`config.mk`:
```
export PLATFORM = sky130hd
export DESIGN_NAME = logic_pipe
export DESIGN_NICKNAME = d
export VERILOG_FILES = /design/src/rtl/logic_pipe_pkg.sv /design/src/rtl/logic_pipe_stage.sv /design/src/rtl/logic_pipe.sv
export SDC_FILE = /design/constraint.sdc
export NUM_CORES = 1
export LEC_CHECK = 0
export CORE_UTILIZATION = 50
export DETAILED_ROUTE_END_ITERATION = 10
export GPL_TIMING_DRIVEN = 0
export PLACE_DENSITY = 0.88
export SLEW_MARGIN = 20
export SYNTH_ARGS = -nofsm -noshare
export SYNTH_HDL_FRONTEND = slang
export SYNTH_HIERARCHICAL = 1
export SYNTH_SLANG_ARGS = --single-unit
```
`constraint.sdc`:
```
create_clock -name clk -period 1.8 [get_ports clk]
set_clock_uncertainty 0.1 [all_clocks]
set_input_delay 0.36 -clock clk [delete_from_list [all_inputs] [get_ports clk]]
set_output_delay 0.36 -clock clk [all_outputs]
set_load 0.03 [all_outputs]
```
`src/rtl/logic_pipe_pkg.sv`:
```
// Shared types and helpers for the pipelined bitwise logic unit.
package logic_pipe_pkg;

  typedef enum logic [2:0] {
    OP_NOT  = 3'd0,
    OP_AND  = 3'd1,
    OP_OR   = 3'd2,
    OP_XOR  = 3'd3,
    OP_NAND = 3'd4,
    OP_NOR  = 3'd5,
    OP_XNOR = 3'd6,
    OP_PASS = 3'd7
  } op_t;

  localparam int COUNT_W  = 16;
  // Widest operand the shared helper handles; callers zero-extend and truncate.
  localparam int OP_MAX_W = 64;

  function automatic logic [OP_MAX_W-1:0] bitwise_op(
    input op_t                 op,
    input logic [OP_MAX_W-1:0] a,
    input logic [OP_MAX_W-1:0] b
  );
    logic [OP_MAX_W-1:0] r;
    case (op)
      OP_NOT:  r = ~a;
      OP_AND:  r = a & b;
      OP_OR:   r = a | b;
      OP_XOR:  r = a ^ b;
      OP_NAND: r = ~(a & b);
      OP_NOR:  r = ~(a | b);
      OP_XNOR: r = ~(a ^ b);
      default: r = a;
    endcase
    return r;
  endfunction

endpackage

```
`src/rtl/logic_pipe_stage.sv`:
```
// One pipeline slot: a valid flag plus its data word, with load and clear.
module pipe_stage #(
  parameter int WIDTH = 4
) (
  input  logic             clk_i,
  input  logic             clear_i,
  input  logic             load_i,
  input  logic             vld_i,
  input  logic [WIDTH-1:0] dat_i,
  output logic             vld_o,
  output logic [WIDTH-1:0] dat_o
);

  logic             vld_q;
  logic [WIDTH-1:0] dat_q;

  // Bubbles only move the valid flag; data keeps its last value.
  always_ff @(posedge clk_i) begin
    if (clear_i) begin
      vld_q <= 1'b0;
      dat_q <= '0;
    end else if (load_i) begin
      vld_q <= vld_i;
      if (vld_i) dat_q <= dat_i;
    end
  end

  assign vld_o = vld_q;
  assign dat_o = dat_q;

endmodule

```
`src/rtl/logic_pipe.sv`:
```
// Pipelined bitwise logic unit with valid/ready on both sides and a result counter.
module logic_pipe
  import logic_pipe_pkg::*;
#(
  parameter int WIDTH  = 4,
  parameter int STAGES = 2
) (
  input  logic               clk,
  input  logic               reset,
  input  logic               in_valid,
  output logic               in_ready,
  input  logic [2:0]         op,
  input  logic [WIDTH-1:0]   a,
  input  logic [WIDTH-1:0]   b,
  output logic               out_valid,
  input  logic               out_ready,
  output logic [WIDTH-1:0]   y,
  output logic               busy,
  output logic [COUNT_W-1:0] done_count
);

  logic [OP_MAX_W-1:0] res_ext;
  logic [WIDTH-1:0]    res_c;

  logic [STAGES-1:0]   vld_q;
  logic [STAGES-1:0]   load;
  logic [STAGES-1:0]   advance;
  logic [WIDTH-1:0]    dat_q [STAGES];

  logic [COUNT_W-1:0]  done_q, done_d;
  logic                out_hs;

  assign res_ext = bitwise_op(op_t'(op), OP_MAX_W'(a), OP_MAX_W'(b));
  assign res_c   = res_ext[WIDTH-1:0];

  // Ready ripples upstream from the consumer; an empty slot always loads.
  always_comb begin
    advance = '0;
    load    = '0;
    advance[STAGES-1] = vld_q[STAGES-1] && out_ready && !reset;
    load[STAGES-1]    = !vld_q[STAGES-1] || advance[STAGES-1];
    for (int i = STAGES - 2; i >= 0; i--) begin
      advance[i] = vld_q[i] && load[i+1];
      load[i]    = !vld_q[i] || advance[i];
    end
  end

  assign in_ready = !reset && load[0];

  for (genvar i = 0; i < STAGES; i++) begin : g_stage
    logic             up_vld;
    logic [WIDTH-1:0] up_dat;
    if (i == 0) begin : g_head
      assign up_vld = in_valid && in_ready;
      assign up_dat = res_c;
    end else begin : g_body
      assign up_vld = vld_q[i-1];
      assign up_dat = dat_q[i-1];
    end

    pipe_stage #(.WIDTH(WIDTH)) u_stage (
      .clk_i   (clk),
      .clear_i (reset),
      .load_i  (load[i]),
      .vld_i   (up_vld),
      .dat_i   (up_dat),
      .vld_o   (vld_q[i]),
      .dat_o   (dat_q[i])
    );
  end

  // Outputs read as idle while reset is held, even before the registers clear.
  assign out_valid = vld_q[STAGES-1] && !reset;
  assign y         = reset ? '0 : dat_q[STAGES-1];
  assign busy      = (|vld_q) && !reset;

  assign out_hs = advance[STAGES-1];
  assign done_d = out_hs ? done_q + COUNT_W'(1) : done_q;

  always_ff @(posedge clk) begin
    if (reset) done_q <= '0;
    else       done_q <= done_d;
  end

  assign done_count = done_q;

endmodule

```
== After elaboration in Yosys (flattened, before gate mapping) ==
Index checks and enable logic that the tools add are counted.

* $add $sub $neg: 1
* Multipliers: 0
* Divide/modulo/power cells: 0
* $lt $le $gt $ge: 0
* Equal/unequal tests: 6
* Shifts and indexed selects: 0
* Multiplexer cells: 2
* Bitwise logic cells: 7
* Reduce and logical (&&, ||, !) cells: 16

{| class="wikitable"
|+ Operator list
! operator !! number
|-
| $pmux 4 s7 || 1
|-
| $add 16x1->16 const B || 1
|-
| $not 4->4 || 4
|-
| $eq 3x3->1 const B || 3
|-
| $logic_and 1x1->1 || 7
|-
| $eq 3x2->1 const B || 2
|-
| $and 4x4->4 || 1
|-
| $mux 4 || 1
|-
| $or 4x4->4 || 1
|-
| $reduce_and 2->1 || 2
|-
| $xor 4x4->4 || 1
|-
| $eq 3x1->1 const B || 1
|-
| $logic_not 1->1 || 3
|-
| $logic_not 3->1 || 1
|-
| $logic_or 1x1->1 || 2
|-
| $reduce_or 2->1 || 1
|}

* Bits in registers: 26
* Bits in latches: 0
* Memory bits (writable): 0
* Memory bits (read-only): 0
* Input bits: 15
* Output and inout bits: 23
* Logic and storage cells: 37
* Memories kept: 0

== Logic depth before layout (Yosys ltp) ==
* Depth after elaboration: 8
* Gate-level depth with buffers: 8
* Mapped depth without buffers: 8

== Cells and area by module ==
Netlist, hierarchy kept.

{| class="wikitable"
|+ By module, submodules not included
! module !! times used !! cells an instance !! area each (sq um) !! seq. area each (sq um)
|-
| logic_pipe || 1 || 157 || 1243.7 || 320.3
|-
| pipe_stage || 2 || 21 || 210.2 || 100.1
|}

== Least setup slack after synthesis ==
OpenSTA, ideal clock, no wires.

* Kind: flip-flop to flip-flop
* Start point: register g_stage[1].u_stage.vld_q
* End point: register g_stage[0].u_stage.dat_q[1]
* Setup time: 0.116 ns
* Arrival time: 1.573 ns
* Data required time: 1.584 ns
* Setup slack: 0.011 ns
* Stages on the path, launching flop included: 7
* Buffers on the path: 2
* Clock period less this slack: 1.789 ns
* Path through: dfxtp_1 -> buf_4 -> a31oi_1 -> and2_1 -> buf_2 -> a21bo_1 -> a21oi_1

* Longest elaborated chain between the ends: 8
* Elaborated cells between the ends (all ways): 9
* Those cells by class: reduce/logical: 9

{| class="wikitable"
|+ RTL lines
! what !! line !! text
|-
| start, declared || logic_pipe_stage.sv:14 || <nowiki>logic vld_q;</nowiki>
|-
| start signal, assigned || logic_pipe_stage.sv:23 || <nowiki>vld_q <= vld_i;</nowiki>
|-
| $logic_and 1x1->1 (2 in series) || logic_pipe.sv:40 || <nowiki>advance[STAGES-1] = vld_q[STAGES-1] && out_ready && !reset;</nowiki>
|-
| $logic_or 1x1->1 * || logic_pipe.sv:41 || <nowiki>load[STAGES-1] = !vld_q[STAGES-1] || advance[STAGES-1];</nowiki>
|-
| $logic_and 1x1->1 * || logic_pipe.sv:43 || <nowiki>advance[i] = vld_q[i] && load[i+1];</nowiki>
|-
| $logic_or 1x1->1 * || logic_pipe.sv:44 || <nowiki>load[i] = !vld_q[i] || advance[i];</nowiki>
|-
| $logic_and 1x1->1 * || logic_pipe.sv:48 || <nowiki>assign in_ready = !reset && load[0];</nowiki>
|-
| named net in_ready || logic_pipe.sv:11 || <nowiki>output logic in_ready,</nowiki>
|-
| $logic_and 1x1->1 * || logic_pipe.sv:54 || <nowiki>assign up_vld = in_valid && in_ready;</nowiki>
|-
| named net g_stage[0].up_vld || logic_pipe.sv:51 || <nowiki>logic up_vld;</nowiki>
|-
| $reduce_and 2->1 (no line) * || n/a ||
|-
| end signal, assigned || logic_pipe_stage.sv:24 || <nowiki>if (vld_i) dat_q <= dat_i;</nowiki>
|-
| end, declared || logic_pipe_stage.sv:15 || <nowiki>logic [WIDTH-1:0] dat_q;</nowiki>
|}

The timed path passes the listed nets; every way through them passes the cells marked *.
A chain may end at the register's enable or synchronous reset.

== Worst setup path after layout ==
* Start point: register done_q[2], in the netlist done_count[2]
* End point: output port done_count[2]

{| class="wikitable"
|+ RTL lines
! what !! line !! text
|-
| start, declared || logic_pipe.sv:30 || <nowiki>logic [COUNT_W-1:0] done_q, done_d;</nowiki>
|-
| start signal, assigned || logic_pipe.sv:82 || <nowiki>else done_q <= done_d;</nowiki>
|-
| end, declared || logic_pipe.sv:19 || <nowiki>output logic [COUNT_W-1:0] done_count</nowiki>
|}

No word-level cell between the ends.

==> out/qor.csv <==
stage,metric,value,unit
sta,finalHoldViolCount,0,
cts,cts_made_buffers,3,
placed_design,gp_congestion,0.775,
worst_setup_path,crit_chain,dlygate4sd2_1,
floorplan,rows,20,
power_and_ir_drop,finalPower,0.00108,W
routing,vias,1568,
floorplan,core_area,0.00310,mm2
logic_synthesis,syn-cell-area,0.00166,mm2
logic_synthesis,synth-seq-area-share,31.3,%
placed_design,pre_cts_slack,-1050,ps
routing,drcViolationCount,0,
outcome,status,finished clean,
cells_and_area,fin_util,68.3,%
routing,wl_per_cell,12.9,um
worst_setup_path,cp-start-kind,flop,
sta,max_freq,0.573,GHz
logic_synthesis,ys_ff_latch,26,
cts,cts_root_buffer,clkbuf_4,
cts,clk_path_buf_depth,2,
logic_synthesis,synth-async-reset-ratio,0,%
placed_design,dp.cells,279,
grt,grt_max_degree,15,
worst_setup_path,r2r_slack,180,ps
cells_and_area,stdcell_count,283,
worst_setup_path,slowest_delay,520,ps
cells_and_area,mostFrequentLayoutCell,dfxtp_1,
cts,cts_sinks,26,
logic_synthesis,synth_edf_count,0,
grt,grt_overflow,0,
cells_and_area,syn_to_final_growth,27.4,%
worst_setup_path,path_buf_inv,1,
cells_and_area,fillCellCount,286,
cells_and_area,nNetsFinal,264,
worst_setup_path,critPathKind,flop to output pin,
worst_setup_path,cpLargestDelayFamily,flip-flops,
sta,slew_violations,0,
sta,setup_ws,55.9,ps
sta,maxSlewHeadroom,75.1,%
sta,rsz0062_at_grt,false,
logic_synthesis,yosys-top-cells-area,"dfxtp_1, ha_1, nor2_1",
sta,finalCritPeriodShare,96.9,%
logic_synthesis,synth_top_area_share,31.3,%
sta,max_slew.worst_pin.slew,370,ps
cts,cts.clk_slew.worst_paths,140,ps
cells_and_area,antenna_cells,0,
grt,antenna_found_initial,0,
cts,htreeDepth,1,
cts,clk_latency,320,ps
routing,ant_nets,0,
grt,grt_pass1_wl,6250,um
logic_synthesis,synth.avg_cell_area,8.36,um2
sta,setup_viol,0,
sta,hold_ws,258,ps
worst_setup_path,crit_path_max_fanout,6,
routing,routed_wl,3650,um
hold_path,hold_class,primary input to flop,
cells_and_area,mostFrequentLayoutCells,"dfxtp_1, nor2_1, dlygate4sd2_1, nand3_1, a21oi_1",
routing,drtIter0Drc,80,
routing,firstDrtPassIters,4,
worst_setup_path,cp.arrival,1280,ps
grt,grt_usage,22.6,%
cts,cts_tree,done,
worst_setup_path,crit_path_end_kind,output pin,
logic_synthesis,synth_top_area_cell,dfxtp_1,
floorplan,die_area,0.00356,mm2
power_and_ir_drop,irDropWorstVdd,0.420,mV
logic_synthesis,ys_types,44,
cells_and_area,layout-drive-gt1-share,17.2,%
logic_synthesis,ys.flop_type,dfxtp_1,
power_and_ir_drop,p_leak,0.978,nW
floorplan,die_w,59.7,um
routing,routed_via_density,5.54,
placed_design,io_buffers,36,
grt,first_global_vias,1488,
power_and_ir_drop,powerDensity,509,mW/mm2
floorplan,ioPinCount,38,
run,drv_cap,0,
worst_setup_path,cp_data_required_time,1340,ps
logic_synthesis,yosys_warnings,6,
floorplan,initial_utilization,53.6,%
logic_synthesis,syn_nets,223,
logic_synthesis,syn_inst,199,
worst_setup_path,worst_path_max_delay_cell,dfxtp_1,
floorplan,die_h,59.7,um
sta,final.min_clock_period,1740,ps
placed_design,hpwl,2750,um
## logic make-up after synthesis
family | count (synthesis) | share of synthesized area, %
compound gates | 48 | 19.6
xor+xnor | 11 | 5.79
fa+ha+maj | 9 | 6.77
buf+inv | 23 | 7.29
flops | 26 | 31.3
mux | 7 | 4.59
simple gates | 75 | 24.7
## registers in the layout, indices dropped and copies added, names as in the netlist
name	count
done_count	16
g_stage.u_stage/dat_o	8
g_stage.u_stage/vld_o	2
## area by class of cell
class / count / area, um2 / area share, %
clock buffers: 4 / 36.3 / 1.71
inverters: 11 / 41.3 / 1.95
repair buffers: 36 / 310 / 14.6
flip-flops and latches: 26 / 520 / 24.5
well taps: 44 / 55.1 / 2.60
multi-input cells: 150 / 1070 / 50.3
plain buffers: 12 / 91.3 / 4.31
## synth_stat cells (2+ instances only)
| master | n |
|---|---|
| dfxtp_1 | 26 |
| nor2_1 | 25 |
| a21oi_1 | 15 |
| nand3_1 | 14 |
| inv_1 | 10 |
| ha_1 | 9 |
| a21bo_1 | 8 |
| nor2b_1 | 7 |
| nor3_1 | 6 |
| xnor2_1 | 6 |
| nand4_1 | 5 |
| o21ai_0 | 5 |
| xor2_1 | 5 |
| buf_2 | 4 |
| nand2_1 | 4 |
| a221o_1 | 3 |
| buf_6 | 3 |
| clkbuf_1 | 3 |
| mux2_2 | 3 |
| o21a_1 | 3 |
| o21ai_1 | 3 |
| o22ai_1 | 3 |
| a31oi_1 | 2 |
| and4_1 | 2 |
| buf_4 | 2 |
| mux2_1 | 2 |
| mux2i_1 | 2 |
| nand2b_1 | 2 |
| o211ai_1 | 2 |
## per-stage QoR
stage	cell area (um2)	TNS (ps)
CTS	2100	0
floorplan	1660	0
global route	2120	0
finish	2120	0
detailed placement	2080	-18480
global placement	2080	-18370
## power by group
part           internal [W]  switching (W)
combinational     0.0000906       0.000104
sequential         0.000584     0.00000538
clock              0.000124       0.000171
## metal layers
| metal | part of all wire [%] | GRT usage [%] | vias up |
|---|---|---|---|
| met5 | 0 | 0 | - |
| met4 | 0.58 | 4.98 | 0 |
| met3 | 5.6 | 4.33 | 2 |
| met2 | 51 | 42.1 | 53 |
| met1 | 43 | 26.5 | 723 |
| li1 | - | - | 790 |
## worst paths after layout
path / depth (start not counted) / from / to
worst max-delay path: 1 / done_count[2]$_SDFFE_PP0P_ / done_count[2]
worst min-delay path: 2 / reset / g_stage[1].u_stage/dat_o[3]$_SDFFE_PP0P_
worst max register to register: 5 / done_count[0]$_SDFFE_PP0P_ / done_count[14]$_SDFFE_PP0P_
worst min register to register: 2 / g_stage[0].u_stage/dat_o[3]$_SDFFE_PP0P_ / g_stage[1].u_stage/dat_o[3]$_SDFFE_PP0P_
## what timing repair did
action	4_1_cts	5_1_grt
buffers inserted	0	0
gates cloned	0	0
hold buffers	0	0
setup endpoints to repair	38	10
pin swaps	5	0
resized for setup	67	15
Note: power is estimated with default switching activity, not from simulation.
